## config.mk

```make
export PLATFORM = sky130hd
export DESIGN_NAME = ps2_keyboard
export DESIGN_NICKNAME = d
export VERILOG_FILES = /design/src/rtl/ps2_keyboard.sv
export SDC_FILE = /design/constraint.sdc
export NUM_CORES = 1
export LEC_CHECK = 0
export BUFFER_PORTS_ARGS = -buffer_cell sky130_fd_sc_hd__buf_2
export CAP_MARGIN = 10
export CORE_ASPECT_RATIO = 0.9
export CORE_MARGIN = 3
export CORE_UTILIZATION = 50
export CTS_BUF_LIST = sky130_fd_sc_hd__clkbuf_8 sky130_fd_sc_hd__clkbuf_16
export DETAILED_ROUTE_END_ITERATION = 6
export PLACE_DENSITY = 0.68
export SETUP_SLACK_MARGIN = 0.05
export SKIP_LAST_GASP = 1
export SLEW_MARGIN = 30
export SYNTH_ARGS = -nofsm -noshare
export SYNTH_HDL_FRONTEND = slang
export SYNTH_SLANG_ARGS = --single-unit
```

## constraint.sdc

```tcl
create_clock -name CLK_CPU -period 4.6 [get_ports CLK_CPU]
set_input_delay 0.23 -clock CLK_CPU [delete_from_list [all_inputs] [get_ports CLK_CPU]]
set_output_delay 0.23 -clock CLK_CPU [all_outputs]
set_load 0.02 [all_outputs]
```

## src/rtl/ps2_keyboard.sv

```systemverilog
// ps2_keyboard: PS/2 keyboard receiver for the CPU's memory-mapped key port.
//
// Deserialises PS/2 device-to-host frames (start, 8 data bits LSB first,
// odd parity, stop) and drops extended prefixes (0xE0), break prefixes
// (0xF0) and the key code that follows a break. Make codes are held until
// the memory subsystem consumes them with a rising edge on clean_key_buffer.
//
// Build option: define KEY_FIFO_EN for a FIFO_DEPTH-entry circular FIFO;
// without it a single holding register (depth 1) is used.
//
// Ports:
//   CLK_CPU          in   system clock, all logic is on this clock
//   RST_N            in   asynchronous active-low reset
//   ps2_clk          in   raw PS/2 clock pin (asynchronous)
//   ps2_data         in   raw PS/2 data pin (asynchronous)
//   clean_key_buffer in   pop request level; only its rising edge pops
//   pressed_key      out  oldest buffered make code, 0x00 when empty
//   key_valid        out  high while the buffer is non-empty
//   frame_err        out  1-cycle pulse on start/parity/stop error or timeout
//   overflow         out  1-cycle pulse when a key is dropped (buffer full)
module ps2_keyboard #(
  parameter int TIMEOUT_CYCLES = 25000,
  parameter int FIFO_DEPTH     = 4
) (
  input  logic       CLK_CPU,
  input  logic       RST_N,
  input  logic       ps2_clk,
  input  logic       ps2_data,
  input  logic       clean_key_buffer,
  output logic [7:0] pressed_key,
  output logic       key_valid,
  output logic       frame_err,
  output logic       overflow
);

  localparam int TW = $clog2(TIMEOUT_CYCLES + 1);

  typedef enum logic [1:0] {
    S_IDLE   = 2'd0,
    S_DATA   = 2'd1,
    S_PARITY = 2'd2,
    S_STOP   = 2'd3
  } state_e;

  // True when data bits plus parity bit hold an odd number of ones.
  function automatic logic odd_parity_ok(input logic [7:0] data, input logic par);
    return ^{data, par};
  endfunction

  logic          clk_s1_q, clk_s2_q, clk_prev_q;
  logic          dat_s1_q, dat_s2_q;
  logic          clean_prev_q;
  state_e        state_q, state_d;
  logic [2:0]    bit_cnt_q, bit_cnt_d;
  logic [7:0]    shift_q, shift_d;
  logic          par_q, par_d;
  logic [TW-1:0] tmo_cnt_q, tmo_cnt_d;
  logic          brk_q, brk_d;
  logic [7:0]    pressed_key_q;
  logic          key_valid_q, frame_err_q, overflow_q;

  logic          fall_s, data_s, pop_req_s;
  logic          err_s, byte_ok_s, push_s;
  logic          empty_s, full_s;
  logic          do_push_s, do_pop_s, ovf_s;
  logic [7:0]    head_d;
  logic          valid_d;

  // Two-flop synchronisers on the PS/2 pins plus edge-history flops.
  always_ff @(posedge CLK_CPU or negedge RST_N) begin
    if (!RST_N) begin
      clk_s1_q     <= 1'b1;
      clk_s2_q     <= 1'b1;
      clk_prev_q   <= 1'b1;
      dat_s1_q     <= 1'b1;
      dat_s2_q     <= 1'b1;
      clean_prev_q <= 1'b0;
    end else begin
      clk_s1_q     <= ps2_clk;
      clk_s2_q     <= clk_s1_q;
      clk_prev_q   <= clk_s2_q;
      dat_s1_q     <= ps2_data;
      dat_s2_q     <= dat_s1_q;
      clean_prev_q <= clean_key_buffer;
    end
  end

  assign fall_s    = clk_prev_q & ~clk_s2_q;
  assign data_s    = dat_s2_q;
  // A held-high request pops only once.
  assign pop_req_s = clean_key_buffer & ~clean_prev_q;

  // Receive FSM next state, frame error and inter-edge timeout.
  always_comb begin
    state_d   = state_q;
    bit_cnt_d = bit_cnt_q;
    shift_d   = shift_q;
    par_d     = par_q;
    tmo_cnt_d = tmo_cnt_q;
    err_s     = 1'b0;
    byte_ok_s = 1'b0;
    case (state_q)
      S_IDLE: begin
        if (fall_s) begin
          if (!data_s) begin
            state_d   = S_DATA;
            bit_cnt_d = 3'd0;
          end else begin
            err_s = 1'b1;
          end
        end else begin
          state_d = S_IDLE;
        end
      end
      S_DATA: begin
        if (fall_s) begin
          shift_d   = {data_s, shift_q[7:1]};
          bit_cnt_d = bit_cnt_q + 3'd1;
          if (bit_cnt_q == 3'd7) begin
            state_d = S_PARITY;
          end else begin
            state_d = S_DATA;
          end
        end else begin
          state_d = S_DATA;
        end
      end
      S_PARITY: begin
        if (fall_s) begin
          par_d   = data_s;
          state_d = S_STOP;
        end else begin
          state_d = S_PARITY;
        end
      end
      S_STOP: begin
        if (fall_s) begin
          state_d = S_IDLE;
          if (data_s && odd_parity_ok(shift_q, par_q)) begin
            byte_ok_s = 1'b1;
          end else begin
            err_s = 1'b1;
          end
        end else begin
          state_d = S_STOP;
        end
      end
      default: begin
        state_d = S_IDLE;
      end
    endcase
    // Counter value k means k+1 cycles have elapsed since the last edge.
    if (state_q == S_IDLE) begin
      tmo_cnt_d = '0;
    end else if (fall_s) begin
      tmo_cnt_d = '0;
    end else if (tmo_cnt_q == TW'(TIMEOUT_CYCLES - 1)) begin
      tmo_cnt_d = '0;
      state_d   = S_IDLE;
      shift_d   = 8'h00;
      err_s     = 1'b1;
    end else begin
      tmo_cnt_d = tmo_cnt_q + TW'(1);
    end
  end

  // Make/break filter on each complete, error-free byte.
  always_comb begin
    brk_d  = brk_q;
    push_s = 1'b0;
    if (byte_ok_s) begin
      if (shift_q == 8'hE0) begin
        brk_d = brk_q;
      end else if (shift_q == 8'hF0) begin
        brk_d = 1'b1;
      end else if (brk_q) begin
        brk_d = 1'b0;
      end else if (shift_q != 8'h00) begin
        push_s = 1'b1;
      end else begin
        push_s = 1'b0;
      end
    end else begin
      brk_d = brk_q;
    end
  end

  // Push/pop arbitration: a pop frees room for a same-cycle push.
  always_comb begin
    do_pop_s  = pop_req_s & ~empty_s;
    do_push_s = push_s & (~full_s | do_pop_s);
    ovf_s     = push_s & full_s & ~do_pop_s;
  end

`ifdef KEY_FIFO_EN
  localparam int AW = $clog2(FIFO_DEPTH);
  localparam int PW = AW + 1;

  logic [7:0]    mem_q [FIFO_DEPTH];
  logic [PW-1:0] wr_q, wr_d, rd_q, rd_d;

  // Occupancy flags from the extra pointer bit.
  always_comb begin
    empty_s = (wr_q == rd_q);
    full_s  = (wr_q[AW] != rd_q[AW]) && (wr_q[AW-1:0] == rd_q[AW-1:0]);
  end

  // Pointer update and next head value for the registered outputs.
  always_comb begin
    if (do_push_s) begin
      wr_d = wr_q + PW'(1);
    end else begin
      wr_d = wr_q;
    end
    if (do_pop_s) begin
      rd_d = rd_q + PW'(1);
    end else begin
      rd_d = rd_q;
    end
    if (wr_d == rd_d) begin
      head_d = 8'h00;
    end else if (do_push_s && (wr_q[AW-1:0] == rd_d[AW-1:0])) begin
      head_d = shift_q;
    end else begin
      head_d = mem_q[rd_d[AW-1:0]];
    end
    valid_d = (wr_d != rd_d);
  end

  // FIFO storage and pointers.
  always_ff @(posedge CLK_CPU or negedge RST_N) begin
    if (!RST_N) begin
      for (int i = 0; i < FIFO_DEPTH; i++) begin
        mem_q[i] <= 8'h00;
      end
      wr_q <= '0;
      rd_q <= '0;
    end else begin
      if (do_push_s) begin
        mem_q[wr_q[AW-1:0]] <= shift_q;
      end
      wr_q <= wr_d;
      rd_q <= rd_d;
    end
  end
`else
  logic [7:0] hold_q, hold_d;
  logic       full_q, full_d;

  // Single-entry occupancy flags.
  always_comb begin
    empty_s = ~full_q;
    full_s  = full_q;
  end

  // Holding register update; it reads 0x00 whenever it is empty.
  always_comb begin
    if (do_push_s) begin
      hold_d = shift_q;
      full_d = 1'b1;
    end else if (do_pop_s) begin
      hold_d = 8'h00;
      full_d = 1'b0;
    end else begin
      hold_d = hold_q;
      full_d = full_q;
    end
    head_d  = hold_d;
    valid_d = full_d;
  end

  // Holding register and full flag.
  always_ff @(posedge CLK_CPU or negedge RST_N) begin
    if (!RST_N) begin
      hold_q <= 8'h00;
      full_q <= 1'b0;
    end else begin
      hold_q <= hold_d;
      full_q <= full_d;
    end
  end
`endif

  // Receiver state, filter state and registered outputs.
  always_ff @(posedge CLK_CPU or negedge RST_N) begin
    if (!RST_N) begin
      state_q       <= S_IDLE;
      bit_cnt_q     <= 3'd0;
      shift_q       <= 8'h00;
      par_q         <= 1'b0;
      tmo_cnt_q     <= '0;
      brk_q         <= 1'b0;
      pressed_key_q <= 8'h00;
      key_valid_q   <= 1'b0;
      frame_err_q   <= 1'b0;
      overflow_q    <= 1'b0;
    end else begin
      state_q       <= state_d;
      bit_cnt_q     <= bit_cnt_d;
      shift_q       <= shift_d;
      par_q         <= par_d;
      tmo_cnt_q     <= tmo_cnt_d;
      brk_q         <= brk_d;
      pressed_key_q <= head_d;
      key_valid_q   <= valid_d;
      frame_err_q   <= err_s;
      overflow_q    <= ovf_s;
    end
  end

  assign pressed_key = pressed_key_q;
  assign key_valid   = key_valid_q;
  assign frame_err   = frame_err_q;
  assign overflow    = overflow_q;

endmodule
```

-- Yosys cells after proc, flatten, opt, wreduce, memory -nomap -nowiden
Cells that the tools add are included.
- multiplexer cells: 43
- reduce and logical (&&, ||, !) cells: 9
- bitwise gates (word level): 12
- add/sub/neg operators: 2
- eq/ne operators: 10
- operator list (kind ; count):
    $mux 8 ; 7
    $mux 15 ; 3
    $mux 1 ; 19
    $eq 8x8->1 const B ; 2
    $mux 2 ; 8
    $add 15x1->15 const B ; 1
    $eq 15x15->1 const B ; 1
    $mux 3 ; 3
    $reduce_xor 9->1 ; 1
    $pmux 2 s4 ; 1
    $reduce_bool 8->1 ; 1
    $and 1x1->1 ; 6
    $ne 2x2->1 const B ; 3
    $pmux 3 s2 ; 1
    $not 1->1 ; 5
    $eq 2x2->1 const B ; 2
    $reduce_and 2->1 ; 2
    $reduce_and 4->1 ; 1
    $reduce_bool 2->1 ; 2
    $add 3x1->3 const B ; 1
    $eq 3x3->1 const B ; 1
    $eq 2x1->1 const B ; 1
    $logic_not 2->1 ; 1
    $pmux 1 s2 ; 1
    other kinds (2) ; 2
- output and inout port bits: 11
- logic and storage cells: 92
- register bits after elaboration: 47

-- Longest topological paths before layout
Gate-level depths: netlist of run 1.
- depth in word-level cells: 8
- gate-level depth with buffers: 6
- gate-level depth less buffers: 6

-- Least setup slack after synthesis of run 1
No wires, ideal clock.
- path type: register to register
- start: register shift_q[4]
- end: register pressed_key_q[0] (netlist: pressed_key[0])
- slack: 2835 ps
- cell stages (with the launch flop): 7
- path buffers: 1
- clock period less this slack: 1765 ps
- setup time: 79 ps
- arrival: 1686 ps
- cell sequence: dfrtp_1 > xor2_1 > xnor3_1 > xnor2_2 > nor3b_2 > buf_6 > mux2i_1
- word-level cells in the longest chain between the ends: 8
- elaborated cells between the ends (all ways): 16
- classes of those cells: eq/ne (2); mux (9); bitwise (1); reduce/logical (4)
- ends and longest elaborated chain (item ; RTL line ; source):
    start, declared ; 55 ; logic [7:0] shift_q, shift_d;
    start signal, assigned ; 300 ; shift_q <= shift_d;
    $reduce_bool 8->1 or $reduce_xor 9->1 (tied branches) ; 178, 47 ;
    $mux 1 or $logic_and 1x1->1 (tied branches) ; 178, 139 ;
    $mux 1, on equally long branches ; 176, 139 ;
    $mux 1, on equally long branches ; 174, 137 ;
    $mux 1, on equally long branches ; 172, 102 ;
    $mux 1 * ; 171 ; if (byte_ok_s) begin
    $and 1x1->1 * ; 191 ; do_push_s = push_s & (~full_s | do_pop_s);
    $mux 8 or $reduce_bool 2->1 (tied branches) ; - ;
    end signal, assigned ; 293 ; pressed_key_q <= 8'h00;
    end signal, assigned ; 304 ; pressed_key_q <= head_d;
    end, declared ; 59 ; logic [7:0] pressed_key_q;
Mark *: on every way between the ends. The rest lies on a longest branch, timed or not.
A chain may end at the register's enable or synchronous reset.

-- Final worst setup path of run 1
- start: register clk_prev_q
- end: register pressed_key_q[0] (netlist: pressed_key[0])
- word-level cells in the longest chain between the ends: 6
- elaborated cells between the ends (all ways): 7
- classes of those cells: mux (4); bitwise (2); reduce/logical (1)
- ends and longest elaborated chain (item ; RTL line ; source):
    start, declared ; 50 ; logic clk_s1_q, clk_s2_q, clk_prev_q;
    start signal, assigned ; 81 ; clk_prev_q <= clk_s2_q;
    $and 1x1->1 * ; 88 ; assign fall_s = clk_prev_q & ~clk_s2_q;
    $mux 1 * ; 137 ; if (fall_s) begin
    $mux 1 * ; 102 ; case (state_q)
    $mux 1 * ; 171 ;
    $and 1x1->1 * ; 191 ;
    $mux 8 or $reduce_bool 2->1 (tied branches) ; - ;
Marked as above.

==> results of run 1 <==
## worst paths after layout
kind / endpoint / slack (ns) / startpoint / depth (start not counted)
setup / recovery: pressed_key[0] / 2.31 / clk_prev_q / 6
hold / removal: clk_s1_q / 0.02 / ps2_clk / 1
setup reg to reg: pressed_key[0] / 2.31 / clk_prev_q / 6
hold reg to reg: dat_s2_q / 0.36 / dat_s1_q / 0
max in group asynchronous: clk_s2_q / 3.74 / RST_N / 2
min in group asynchronous: pressed_key[6] / 0.46 / RST_N / 2
## synth_stat cells, drive strengths merged, types with 5 or more instances
master	instances	area, um^2
a21oi	12	60.1
dfrtp	42	1050
dfstp	5	131
ha	7	87.6
inv	13	48.8
mux2i	8	80.1
nand2	33	124
nand3	16	80.1
nor2	22	82.6
nor4	5	31.3
o21ai	5	25.0
xnor2	12	113
xor2	7	61.3
## layout make-up
type                    instances  area [um^2]  share of cell area
repair buffers                 17         95.1              0.0386
flip-flops and latches         47         1180               0.480
well taps                      60         75.1              0.0305
clock buffers                   6         82.6              0.0335
multi-input cells             154          966               0.392
clock inverters                 2         12.5             0.00508
inverters                      13         48.8              0.0198
## sequential cells by signal (all words and copies together) (netlist names), 2 cells and up
signal,count
shift_q,8
bit_cnt_q,3
tmo_cnt_q,15
state_q,2
pressed_key,8
## timing repair
action                     4_1_cts  5_1_grt
hold buffers                     1        0
setup endpoints to repair        0        0
hold endpoints to repair        42        0
setup buffers                    0        0
## power breakdown
group | total, uW | switching [uW] | internal, uW | leakage (uW)
clock | 260 | 139 | 121 | 0.0000526
sequential | 453 | 18.8 | 435 | 0.000630
combinational | 114 | 68.4 | 45.5 | 0.000412
total | 827 | 226 | 601 | 0.00109
## worst max-delay path: stages, from the launching register on
cell and delay (ns):
dfstp_2 0.53, nor2b_1 0.12, buf_4 0.19, nand3_1 0.17, a211o_1 0.33, nor3b_2 0.63
mux2i_1 0.26
## through the flow
step / util / cells
final: 0.589 / 299
after CTS: 0.589 / 299
after detailed placement: 0.563 / 290
after global routing: 0.589 / 299
after global placement: 0.563 / 290
after floorplan: - / 220
## layer usage
layer	share of wire	vias to the layer above	wire length (um)
li1	-	773	-
met1	0.50	686	1850
met2	0.43	31	1570
met3	0.052	6	189
met4	0.016	0	58
met5	0	-	0
## kinds of logic (layout without fill, tap and decap cells)
family,after synthesis,after routing,synth area share
xor gates and xnor gates,20,20,0.0881
buffers and inverters,19,38,0.0365
and+or+nand+nor,92,92,0.191
adders and majority gates,7,7,0.0393
DFF,47,47,0.530
AOI/OAI and AO/OA,26,26,0.0735
muxes,9,9,0.0410
==> metrics.md, run 1 <==
| Metric | Value |
|---|---|
| # DRC | 0 |
| Total Wirelength | 3670 um |
| CTS tree | done |
| Die Height | 69.4 um |
| Num CTS Buffers | 5 |
| Leakage power | 0.00109 uW |
| Gp weighted congestion | slightly below 0.8 |
| Mapped Nets | around 230 |
| Maxcap violations | 0 |
| DP Wirelength | approximately 2500 um |
| # IOs | 16 |
| Root Driver | clkbuf_8 |
| Startpoint types | flop |
| Post_cts resized | 0 |
| GR Overflow Total | 0 |
| Pins Over Slew Limit | 0 |
| Drt pass-1 iters | 4 |
| Setup skew after layout | around 0.011 ns |
| Clk sinks | 47 |
| Number of register bits inferred by synthesis | 47 |
| CP endpoint kind | flop |
| H-Tree Depth | 2 |
| Layout Nets | 250 |
| Total core area | 4180 um^2 |
| Worst Path Max Fanout | 14 |
| CTS Buffer Depth | 2 |
| Final worst slack | ~2.3 ns |
| Largest net degree at the start of global routing | 48 |
| Port Buffer Count | 15 |
| Least-Margin Pin Slew | 0.760 ns |
| Ant diodes | 0 |
| Met3 Use GR | 0.0506 |
| Dominant synthesized flop cell | dfrtp_1 |
| Worst-path clk slew | 0.09 ns |
| GRT busiest layer | met2 |
| Asr flop ratio synth | 1.00 |
| Placed cell area | between 2000 and 2500 um^2 |
| Status | finished clean |
| Relative slew slack | 0.491 |
| M2 GR Usage | 0.218 |
| Synth cell types | 36 |
| Share of cells above drive strength 1 | 0.138 |
| Number of flops mapped to enable cells by yosys | 0 |
| DR vias | 1496 |
| CP arrival | 2.53 ns |
| Final hold vios | 0 |
| Average wire per standard cell | roughly 12 um |
| Total GRT Usage | 0.153 |
| First-pass GRT wire length | 6510 um |
| Max Clk Rate | 436 MHz |
| Synth-to-Final Area Change | 10.4% |
| Vias in the first global route | 1373 |
| Die Wd | 76.4 um |
| Final setup fails | 0 |
| Total power draw | 827 uW |
| Worst VDD drop | 0.204 mV |
| Initial DRC count | around 160 |
| Starting Density | 0.533 |
| Mapped Area | 2230 um^2 |
| Antenna violation net count after detailed routing | 0 |
| Critical Path RT | 4.83 ns |
| Kind of critical path | flop to flop |
| Row cnt | 22 |
| Min Hold Slack | 0.0243 ns |
| Finished layout cell area | roughly 2500 um^2 |
| Pre-CTS WS | 2.30 ns |
| Fin crit period | about 2.3 ns |
| Fill cell total of the finished layout | 383 |
| Skew-Pair Late Insertion Delay | 0.30 ns |
| RSZ-0062 raised after global routing | false |
| Commonest non-fill, non-tap cell in the layout | dfrtp_1 |
| Grt met1 use | 0.217 |
| Synth Area per Inst | 10.1 um^2 |
| Post-Synthesis Cells | 220 |
| YS warnings | 0 |
| Final Cycle Share | 0.498 |
| Power Density | 336 nW/um^2 |
| Die footprint | 5300 um^2 |
| Setup TNS | 0 ns |
| Most frequent cells in the layout | 42 x dfrtp_1, 33 x nand2_1, 22 x nor2_1 |
| Via-to-Cell Ratio | 5.00 |
| Register area share after synthesis | 0.530 |
| Initial antenna violation count | 0 |
| Hold/Removal Path Class | input pin to flop |
No activity file was read; power rests on OpenSTA's default activity.
==> run 2: changes to the inputs <==
Settings changed: PLACE_DENSITY 0.68 to 0.71.
Clock period 4.6 ns to 2.1 ns, I/O delays scaled along.
==> run 2 against run 1 <==
Worst setup slack worse by 2.1 ns. Count of clock-buffer cells in the layout stayed put. Design area is 4.4% higher. Via count is 5.1% higher. Fmax is 21% higher. First-iteration DRC count is 29% lower. Critical path type unchanged. Highest routed layer unchanged.
==> metrics.md, run 2 (synthesized netlist as in run 1, its figures left out) <==
| Metric | Value |
|---|---|
| Status | finished clean |
| Total GRT Usage | 0.157 (+0.00461) |
| Placed cell area | 2410 um^2 (+2.3%) |
| Starting Density | 0.533 (unchanged) |
| Pins Over Slew Limit | 0 (unchanged) |
| Via-to-Cell Ratio | 5.10 (+2.0%) |
| Post-CTS Repair Setup Buffers | 0 (unchanged) |
| # DRC | 0 (unchanged) |
| Finished layout cell area | 2570 um^2 (+4.4%) |
| Reg2reg path depth | 6 (unchanged) |
| Gp weighted congestion | 0.797 (+2.9%) |
| Vias in the first global route | 1510 (+10%) |
| # IOs | 16 (unchanged) |
| Antenna violation net count after detailed routing | 0 (unchanged) |
| Relative slew slack | 0.633 (+0.141) |
| Worst VDD drop | 0.739 mV (+260%) |
| R2R Path End | pressed_key[1] |
| Row cnt | 22 (unchanged) |
| Drt pass-1 iters | 4 (unchanged) |
| CP endpoint kind | flop |
| Leakage power | 0.00115 uW (+5.0%) |
| Die footprint | 5300 um^2 (unchanged) |
| Layout Nets | 259 (+3.6%) |
| H-Tree Depth | 2 (unchanged) |
| Most frequent cells in the layout | 41 x dfrtp_1, 33 x nand2_1, 22 x nor2_1 |
| Power Density | 750 nW/um^2 (+120%) |
| Die Height | 69.4 um (unchanged) |
| Pre-CTS WS | 0.202 ns (-2.10 ns) |
| Ant diodes | 0 (unchanged) |
| R2R Path Start | shift_q[4] |
| Reg2reg setup slack | 0.20 ns (-2.11 ns) |
| Hold/Removal Path Class | input pin to asynchronous set/reset pin |
| CTS tree | done |
| Skew-Pair Late Insertion Delay | 0.29 ns (about the same) |
| CTS Buffer Depth | 2 (unchanged) |
| Setup skew after layout | 0.00419 ns (-0.00687 ns) |
| Kind of critical path | flop to flop |
| DP Wirelength | 2790 um (+12%) |
| Largest Register | tmo_cnt_q |
| Final setup fails | 0 (unchanged) |
| Share of cells above drive strength 1 | 0.165 (+0.0272) |
| Synth-to-Final Area Change | 15.3% |
| Root Driver | clkbuf_8 |
| GR Overflow Total | 0 (unchanged) |
| Final Cycle Share | 0.905 (+0.406) |
| Die Wd | 76.4 um (unchanged) |
| Total core area | 4180 um^2 (unchanged) |
| Initial antenna violation count | 0 (unchanged) |
| Total Wirelength | 3890 um (+6.0%) |
| Initial DRC count | 111 (-29%) |
| Setup TNS | 0 ns (unchanged) |
| First-pass GRT wire length | 6820 um (+4.7%) |
| Commonest non-fill, non-tap cell in the layout | dfrtp_1 |
| Least-Margin Pin Slew | 0.551 ns (-0.209 ns) |
| CP arrival | 2.12 ns (-0.41 ns) |
| Worst Path Max Fanout | 8 (-6) |
| Maxcap violations | 0 (unchanged) |
| Max Clk Rate | 526 MHz (+21%) |
| Final worst slack | 0.200 ns (-2.11 ns) |
| Clk sinks | 47 (unchanged) |
| RSZ-0062 raised after global routing | false |
| Startpoint types | flop |
| Fin crit period | 1.90 ns (-0.393 ns) |
| Num CTS Buffers | 5 (unchanged) |
| Final hold vios | 0 (unchanged) |
| Critical Path RT | 2.32 ns (-2.51 ns) |
| Flip-flop count of the largest register after layout | 15 (unchanged) |
| Average wire per standard cell | 12.6 um (+2.9%) |
| DR vias | 1572 (+5.1%) |
| Port Buffer Count | 15 (unchanged) |
| Worst-path clk slew | 0.08 ns (about the same) |
| Largest net degree at the start of global routing | 26 (-46%) |
-- run 2: critical path: stages, from the launching register on --
cell and delay, ns:
dfrtp_1 0.42, xor2_1 0.17, xnor3_1 0.45, xnor2_2 0.19, nor3b_2 0.18, buf_4 0.20
mux2i_1 0.20
-- run 2: metal layers --
| layer | track usage | routed length, um | vias up |
|---|---|---|---|
| li1 | - | - | 797 |
| met1 | 0.218 | 1920 | 741 |
| met2 | 0.248 | 1760 | 29 |
| met3 | 0.0351 | 162 | 5 |
| met4 | 0.0483 | 44 | 0 |
| met5 | 0 | 0 | - |
-- run 2: final cells by class --
type / instances / area, um^2
clock buffer: 6 / 82.6
fill: 369 / 1610
timing repair buffer: 26 / 180
sequential: 47 / 1180
inverter: 13 / 48.8
multi-input combinational: 154 / 966
tap: 60 / 75.1
clock inverter: 2 / 35.0
-- run 2: metrics by stage --
step / cells / hold slack (ns) / total power [uW] / util
finish: 308 / 0.326 / 1930 / 0.615
global route: 308 / 0.365 / 2030 / 0.615
CTS: 308 / 0.344 / 1950 / 0.614
detailed placement: 296 / 0.130 / 1270 / 0.577
global placement: 296 / 0.122 / 1260 / 0.577
floorplan: 220 / -0.191 / 1190 / -
-- run 2: worst max-delay path by stage --
| stage | from | depth (start not counted) | slack, ns | endpoint |
|---|---|---|---|---|
| floorplan | shift_q[4] | 6 | 0.33 | pressed_key[0] |
| global placement | shift_q[4] | 6 | 0.25 | pressed_key[4] |
| detailed placement | shift_q[3] | 6 | 0.20 | pressed_key[1] |
| CTS | shift_q[3] | 6 | 0.17 | pressed_key[1] |
| global route | tmo_cnt_q[10] | 6 | 0.06 | shift_q[6] |
| finish | shift_q[4] | 6 | 0.20 | pressed_key[1] |
-- run 2: power by group --
part | switching, uW | leakage, uW | internal (uW)
Combinational | 147 | 0.000460 | 111
Clock | 291 | 0.0000612 | 385
Sequential | 42.1 | 0.000628 | 952
-- run 2: timing repair --
| action | in CTS | in global routing |
|---|---|---|
| setup endpoints to repair | 0 | 4 |
| hold buffers | 4 | 0 |
| resized for setup | 0 | 1 |
| hold endpoints to repair | 26 | 0 |
